$ cat src/rtl/lsu_pkg.sv
// lsu_pkg: funct3 codes, FSM states and access decode helpers for the load/store unit
package lsu_pkg;
  localparam logic [2:0] F3_B  = 3'b000;
  localparam logic [2:0] F3_H  = 3'b001;
  localparam logic [2:0] F3_W  = 3'b010;
  localparam logic [2:0] F3_BU = 3'b100;
  localparam logic [2:0] F3_HU = 3'b101;
  typedef enum logic [1:0] {IDLE, ACC1, ACC2, RESP} lsu_state_t;
  function automatic logic [2:0] lsu_size(input logic [2:0] f3);
    return 3'd1 << f3[1:0];
  endfunction
  function automatic logic lsu_err(input logic we, input logic [2:0] f3);
    return we ? !(f3 == F3_B || f3 == F3_H || f3 == F3_W) : (f3 == 3'b011 || f3[2:1] == 2'b11);
  endfunction
  function automatic logic lsu_mis(input logic [2:0] f3, input logic [1:0] off);
    return f3[1:0] == 2'b01 ? off == 2'b11 : f3[1:0] == 2'b10 ? off != 2'b00 : 1'b0;
  endfunction
endpackage

$ cat src/rtl/lsu_ldext.sv
// lsu_ldext: truncates a merged load word to the access size and sign/zero extends it
module lsu_ldext
  import lsu_pkg::*;
(
  input  logic [31:0] i_word,
  input  logic [2:0]  i_funct3,
  output logic [31:0] o_data
);
  always_comb
    o_data = i_funct3 == F3_B  ? {{24{i_word[7]}}, i_word[7:0]} :
             i_funct3 == F3_H  ? {{16{i_word[15]}}, i_word[15:0]} :
             i_funct3 == F3_BU ? {24'b0, i_word[7:0]} :
             i_funct3 == F3_HU ? {16'b0, i_word[15:0]} : i_word;
endmodule

$ cat src/rtl/lsu.sv
// lsu: RV32I load/store unit splitting misaligned accesses into two word accesses
module lsu
  import lsu_pkg::*;
(
  input  logic        clk,
  input  logic        rst,
  input  logic        req_valid,
  output logic        req_ready,
  input  logic        req_we,
  input  logic [2:0]  req_funct3,
  input  logic [31:0] req_addr,
  input  logic [31:0] req_wdata,
  output logic        resp_valid,
  output logic [31:0] resp_rdata,
  output logic        resp_err,
  output logic [31:0] mem_addr,
  output logic [31:0] mem_wdata,
  output logic [3:0]  mem_wmask,
  output logic        mem_we,
  input  logic [31:0] mem_rdata
);
  lsu_state_t  r_state;
  logic        r_we, r_err, r_mis, r_resp_valid, r_resp_err, r_mem_we;
  logic [2:0]  r_f3;
  logic [1:0]  r_off;
  logic [3:0]  r_mem_wmask, r_hi_mask;
  logic [31:0] r_rd, r_resp_rdata, r_mem_addr, r_mem_wdata, r_hi_data;
  logic        w_err, w_st;
  logic [2:0]  w_size;
  logic [3:0]  w_base;
  logic [7:0]  w_mask;
  logic [63:0] w_data;
  logic [31:0] w_merged, w_ext;
  // The request is lane-shifted once at acceptance; the upper half feeds the second word access.
  always_comb begin
    w_err = lsu_err(req_we, req_funct3);
    w_st = req_we && !w_err;
    w_size = lsu_size(req_funct3);
    w_base = w_size == 3'd1 ? 4'b0001 : w_size == 3'd2 ? 4'b0011 : 4'b1111;
    w_mask = {4'b0, w_base} << req_addr[1:0];
    w_data = {32'b0, req_wdata} << {req_addr[1:0], 3'b000};
    w_merged = r_state == ACC1 ? mem_rdata >> {r_off, 3'b000} :
               r_rd | (mem_rdata << {3'd4 - {1'b0, r_off}, 3'b000});
  end
  lsu_ldext u_ldext (
    .i_word  (w_merged),
    .i_funct3(r_f3),
    .o_data  (w_ext)
  );
  always_ff @(posedge clk)
    if (!rst) begin
      r_state <= IDLE;
      r_we <= 1'b0;
      r_err <= 1'b0;
      r_mis <= 1'b0;
      r_f3 <= 3'b0;
      r_off <= 2'b0;
      r_rd <= 32'b0;
      r_hi_mask <= 4'b0;
      r_hi_data <= 32'b0;
      r_resp_valid <= 1'b0;
      r_resp_rdata <= 32'b0;
      r_resp_err <= 1'b0;
      r_mem_addr <= 32'b0;
      r_mem_wdata <= 32'b0;
      r_mem_wmask <= 4'b0;
      r_mem_we <= 1'b0;
    end else
      case (r_state)
        IDLE:
          if (req_valid) begin
            r_state <= ACC1;
            r_we <= req_we;
            r_f3 <= req_funct3;
            r_off <= req_addr[1:0];
            r_err <= w_err;
            r_mis <= !w_err && lsu_mis(req_funct3, req_addr[1:0]);
            r_mem_addr <= {req_addr[31:2], 2'b00};
            r_mem_we <= w_st;
            r_mem_wmask <= w_st ? w_mask[3:0] : 4'b0;
            r_mem_wdata <= w_st ? w_data[31:0] : 32'b0;
            r_hi_mask <= w_mask[7:4];
            r_hi_data <= w_data[63:32];
          end
        ACC1, ACC2:
          if (r_state == ACC1 && r_mis) begin
            r_state <= ACC2;
            r_mem_addr <= r_mem_addr + 32'd4;
            r_mem_wmask <= r_we ? r_hi_mask : 4'b0;
            r_mem_wdata <= r_we ? r_hi_data : 32'b0;
            r_rd <= w_merged;
          end else begin
            r_state <= RESP;
            r_resp_valid <= 1'b1;
            r_resp_rdata <= (r_we || r_err) ? 32'b0 : w_ext;
            r_resp_err <= r_err;
            r_mem_addr <= 32'b0;
            r_mem_wdata <= 32'b0;
            r_mem_wmask <= 4'b0;
            r_mem_we <= 1'b0;
          end
        RESP: begin
          r_state <= IDLE;
          r_resp_valid <= 1'b0;
        end
      endcase
  assign req_ready = r_state == IDLE;
  assign resp_valid = r_resp_valid;
  assign resp_rdata = r_resp_rdata;
  assign resp_err = r_resp_err;
  assign mem_addr = r_mem_addr;
  assign mem_wdata = r_mem_wdata;
  assign mem_wmask = r_mem_wmask;
  assign mem_we = r_mem_we;
endmodule

$ cat config.mk
export PLATFORM = sky130hd
export DESIGN_NAME = lsu
export DESIGN_NICKNAME = d
export VERILOG_FILES = /design/src/rtl/lsu_pkg.sv /design/src/rtl/lsu_ldext.sv /design/src/rtl/lsu.sv
export SDC_FILE = /design/constraint.sdc
export NUM_CORES = 1
export LEC_CHECK = 0
export BUFFER_PORTS_ARGS = -buffer_cell sky130_fd_sc_hd__buf_2
export CAP_MARGIN = 15
export CORE_ASPECT_RATIO = 0.75
export CORE_MARGIN = 8
export CORE_UTILIZATION = 55
export CTS_BUF_LIST = sky130_fd_sc_hd__clkbuf_2 sky130_fd_sc_hd__clkbuf_4 sky130_fd_sc_hd__clkbuf_8
export CTS_CLUSTER_SIZE = 16
export DETAILED_ROUTE_END_ITERATION = 10
export GPL_ROUTABILITY_DRIVEN = 1
export GPL_TIMING_DRIVEN = 1
export PLACE_DENSITY = 0.81
export SKIP_CTS_REPAIR_TIMING = 1
export SLEW_MARGIN = 15
export SYNTH_ARGS = -nofsm -noshare
export SYNTH_HDL_FRONTEND = slang
export SYNTH_SLANG_ARGS = --single-unit
$ cat constraint.sdc
create_clock -name clk -period 6.7 [get_ports clk]
set_input_delay 0 -clock clk [delete_from_list [all_inputs] [get_ports clk]]
set_output_delay 0 -clock clk [all_outputs]
set_load 0.1 [all_outputs]
==> flow_metrics.env <==
export IMPL_status="finished, violations left"
export IMPL_violations="negative hold slack"
export IMPL_fmax_mhz=249
export IMPL_wirelength_um=32100
export IMPL_vias=10100
export IMPL_worstSetupPathType="reg2reg"
export IMPL_ys_async_sr_fraction_pct=0
export IMPL_yosysWarnings=0
export IMPL_vdd_drop_max_uv=352
export IMPL_cp_arrival_ns=4.38
export IMPL_tightest_slew_ns=1.15
export IMPL_start_util_pct=56.7
export IMPL_synth_enable_flop_cells=0
export IMPL_maxCapViolations=0
export IMPL_critPathCaptureType="flop"
export IMPL_dieArea_um2=21000
export IMPL_grt_antenna_before_repair=0
export IMPL_htree_levels=4
export IMPL_routedWlPerCell_um=20.4
export IMPL_antenna_left=0
export IMPL_rsz0062_at_grt="no"
export IMPL_synth_most_common_cell="dfxtp_1"
export IMPL_finalCritPeriodShare_pct=59.8
export IMPL_track_usage_pct=28.0
export IMPL_slew_viol_final=0
export IMPL_drive_gt1_share_pct=22.0
export IMPL_gp_congestion=0.959
export IMPL_area_sequential_um2=3400
export IMPL_synthToLayoutAreaGrowth_pct=21.3
export IMPL_hold_class="in2reg"
export IMPL_ys_flop_type="dfxtp_1"
export IMPL_multi_input_area_um2=5210
export IMPL_final_nets=1456
export IMPL_clk_latency_ns=0.48
export IMPL_fillers=1332
export IMPL_tritoncts_num_buffers=17
export IMPL_worstPathRequired_ns=7.07
export IMPL_timing_critical_path_fanout_max=53
export IMPL_ys_types=68
export IMPL_start_kind="flop"
export IMPL_synth_top_cells_by_area="dfxtp_1 37%, nor2_1 6.2%, mux2i_1 6.1%"
export IMPL_synth_common_cells="170 x dfxtp_1, 150 x nor2_1, 111 x nand2_1"
export IMPL_synthDominantCellAreaShare_pct=37.3
export IMPL_clk_pin_slew_worst_paths_ns=0.09
export IMPL_skew_ns=0.0121
export IMPL_port_buffers=204
export IMPL_dpl_hpwl_um=21500
export IMPL_drc=0
export IMPL_synth_seq_cells=170
export IMPL_die_w_um=165
export IMPL_dieHeight_um=128
export IMPL_clockBufferDepth=2
export IMPL_placed_cells=1470
export IMPL_cts_root_buf="clkbuf_8"
export IMPL_drt_pass1_iterations=5
export IMPL_avgSynthCellArea_um2=7.97
export IMPL_netlist_area_um2=9140
export IMPL_p_leak_nw=4.55
export IMPL_grt_pass1_wl_um=47700
export IMPL_finalHoldViolCount=14
export IMPL_synthCells=1146
export IMPL_antenna_cells=0
export IMPL_finalSetupTns_ns=0
export IMPL_ios=207
export IMPL_finalSetupViolCount=0
export IMPL_grt_pass1_vias=9036
export IMPL_yosysSeqAreaShare_pct=37.3
export IMPL_clkSinkCount=170
export IMPL_rows=40
export IMPL_grt_max_degree=72
export IMPL_min_period_ns=4.01
export IMPL_relSlewSlack_pct=23.1
export IMPL_power_density_nw_per_um2=463
export IMPL_fp_coreArea_um2=16100
export IMPL_yosys_area_top_type="dfxtp_1"
export IMPL_hold_ws_ns=-0.0609
export IMPL_drt_iter0_drc=1391
export IMPL_vias_per_cell=6.41
export IMPL_cts_tree="built"
export IMPL_fin_cells=1570
export IMPL_grt_overflow=0
==> cell type report <==
type                            instances  area share [%]
Clock buffer                           20            2.31
Tap cell                              210            2.37
Sequential cell                       170            30.7
Inverter                               22           0.756
Multi-Input combinational cell        854            47.0
Clock inverter                         12           0.847
Timing Repair Buffer                  282            16.0
==> worst max-delay path, cell delays in order (launching register included) <==
cell	delay, ns
dfxtp_2	0.32
buf_4	0.57
clkinv_1	0.64
ha_1	0.88
or2_2	0.41
nor2_1	0.14
o221ai_1	0.49
o21ai_0	0.20
a22o_1	0.22
==> cell families (layout without fill, tap and decap cells) <==
kind of cell    after synthesis  after routing  share of synthesized area (%)
compound gates              338            338                           24.9
flops                       170            170                           37.3
simple gates                426            426                           21.7
other cells                   1              2                         0.0410
mux                          82             82                           9.34
fa+ha+maj                     6              6                          0.822
buf+inv                     123            336                           6.00
==> power breakdown <==
part / switching [mW] / leakage (nW) / total (mW) / internal, mW
clock network: 0.403 / 0.174 / 0.676 / 0.272
logic: 2.40 / 2.99 / 3.05 / 0.653
registers: 0.179 / 1.39 / 1.41 / 1.23
total: 2.98 / 4.55 / 5.14 / 2.16
==> through the flow <==
stage	worst slack, ns	instance area (µm²)	util, %	power, mW	hold WS (ns)
6_report	2.69	11100	68.8	5.14	-0.0609
5_1_grt	2.45	11100	68.8	5.37	0.00140
3_5_place_dp	2.85	10100	62.4	4.40	0.275
2_1_floorplan	3.93	9140	-	3.84	0.133
4_1_cts	2.81	10400	64.6	5.07	-0.245
3_3_place_gp	2.99	10100	62.4	4.36	0.267
==> sequential cells by signal, summed over array words and instances (netlist names) <==
| name | count |
|---|---|
| mem_we | 1 |
| r_hi_data | 24 |
| mem_wdata | 32 |
| r_state | 2 |
| r_rd | 32 |
| r_off | 2 |
| r_f3 | 3 |
| resp_rdata | 32 |
| resp_err | 1 |
| resp_valid | 1 |
| mem_wmask | 4 |
| mem_addr | 30 |
| r_mis | 1 |
| r_we | 1 |
| r_hi_mask | 3 |
| r_err | 1 |
==> metal layers <==
metal  global-route usage [%]  share of wire [%]
met3                     8.70                 12
met1                     39.4                 42
met4                     9.25                2.5
met2                     39.7                 43
met5                        0                  0
==> cell usage in the layout (no fill, tap or decap), types with 5 or more instances in the layout <==
cell | Yosys | routed
nand3_1 | 29 | 28
nand2_1 | 111 | 111
a311o_1 | 6 | 6
buf_4 | 4 | 10
a32oi_1 | 10 | 10
a31oi_1 | 17 | 17
inv_1 | 20 | 19
or3_1 | 6 | 6
ha_1 | 6 | 6
dlygate4sd3_1 | 0 | 68
mux2i_1 | 56 | 55
nor2b_1 | 8 | 8
or2_2 | 10 | 10
a211oi_1 | 10 | 10
o311ai_0 | 8 | 8
nand4_1 | 12 | 12
nor3_1 | 49 | 49
a221oi_1 | 41 | 41
o221ai_1 | 9 | 9
a22oi_1 | 28 | 28
clkbuf_8 | 3 | 17
a21oi_1 | 94 | 94
and3b_1 | 7 | 7
o21ai_0 | 66 | 66
o211a_1 | 5 | 5
buf_2 | 19 | 204
mux2_2 | 26 | 26
and2_1 | 8 | 8
o22ai_1 | 6 | 6
and3_1 | 13 | 13
a22o_1 | 11 | 11
nor2_1 | 150 | 150
dfxtp_1 | 170 | 169
==> worst paths after layout <==
kind	startpoint	endpoint	slack, ns	cells past startpoint
max reg2reg	r_off[0]$_SDFFE_PN0P_	resp_rdata[23]$_SDFFE_PN0P_	2.69	8
min	req_wdata[16]	r_hi_data[8]$_SDFFE_PN0P_	-0.06	5
min reg2reg	r_rd[25]$_SDFFE_PN0P_	r_rd[25]$_SDFFE_PN0P_	0.46	2
max	r_off[0]$_SDFFE_PN0P_	resp_rdata[23]$_SDFFE_PN0P_	2.69	8
Note: power is estimated with default switching activity, not from simulation.
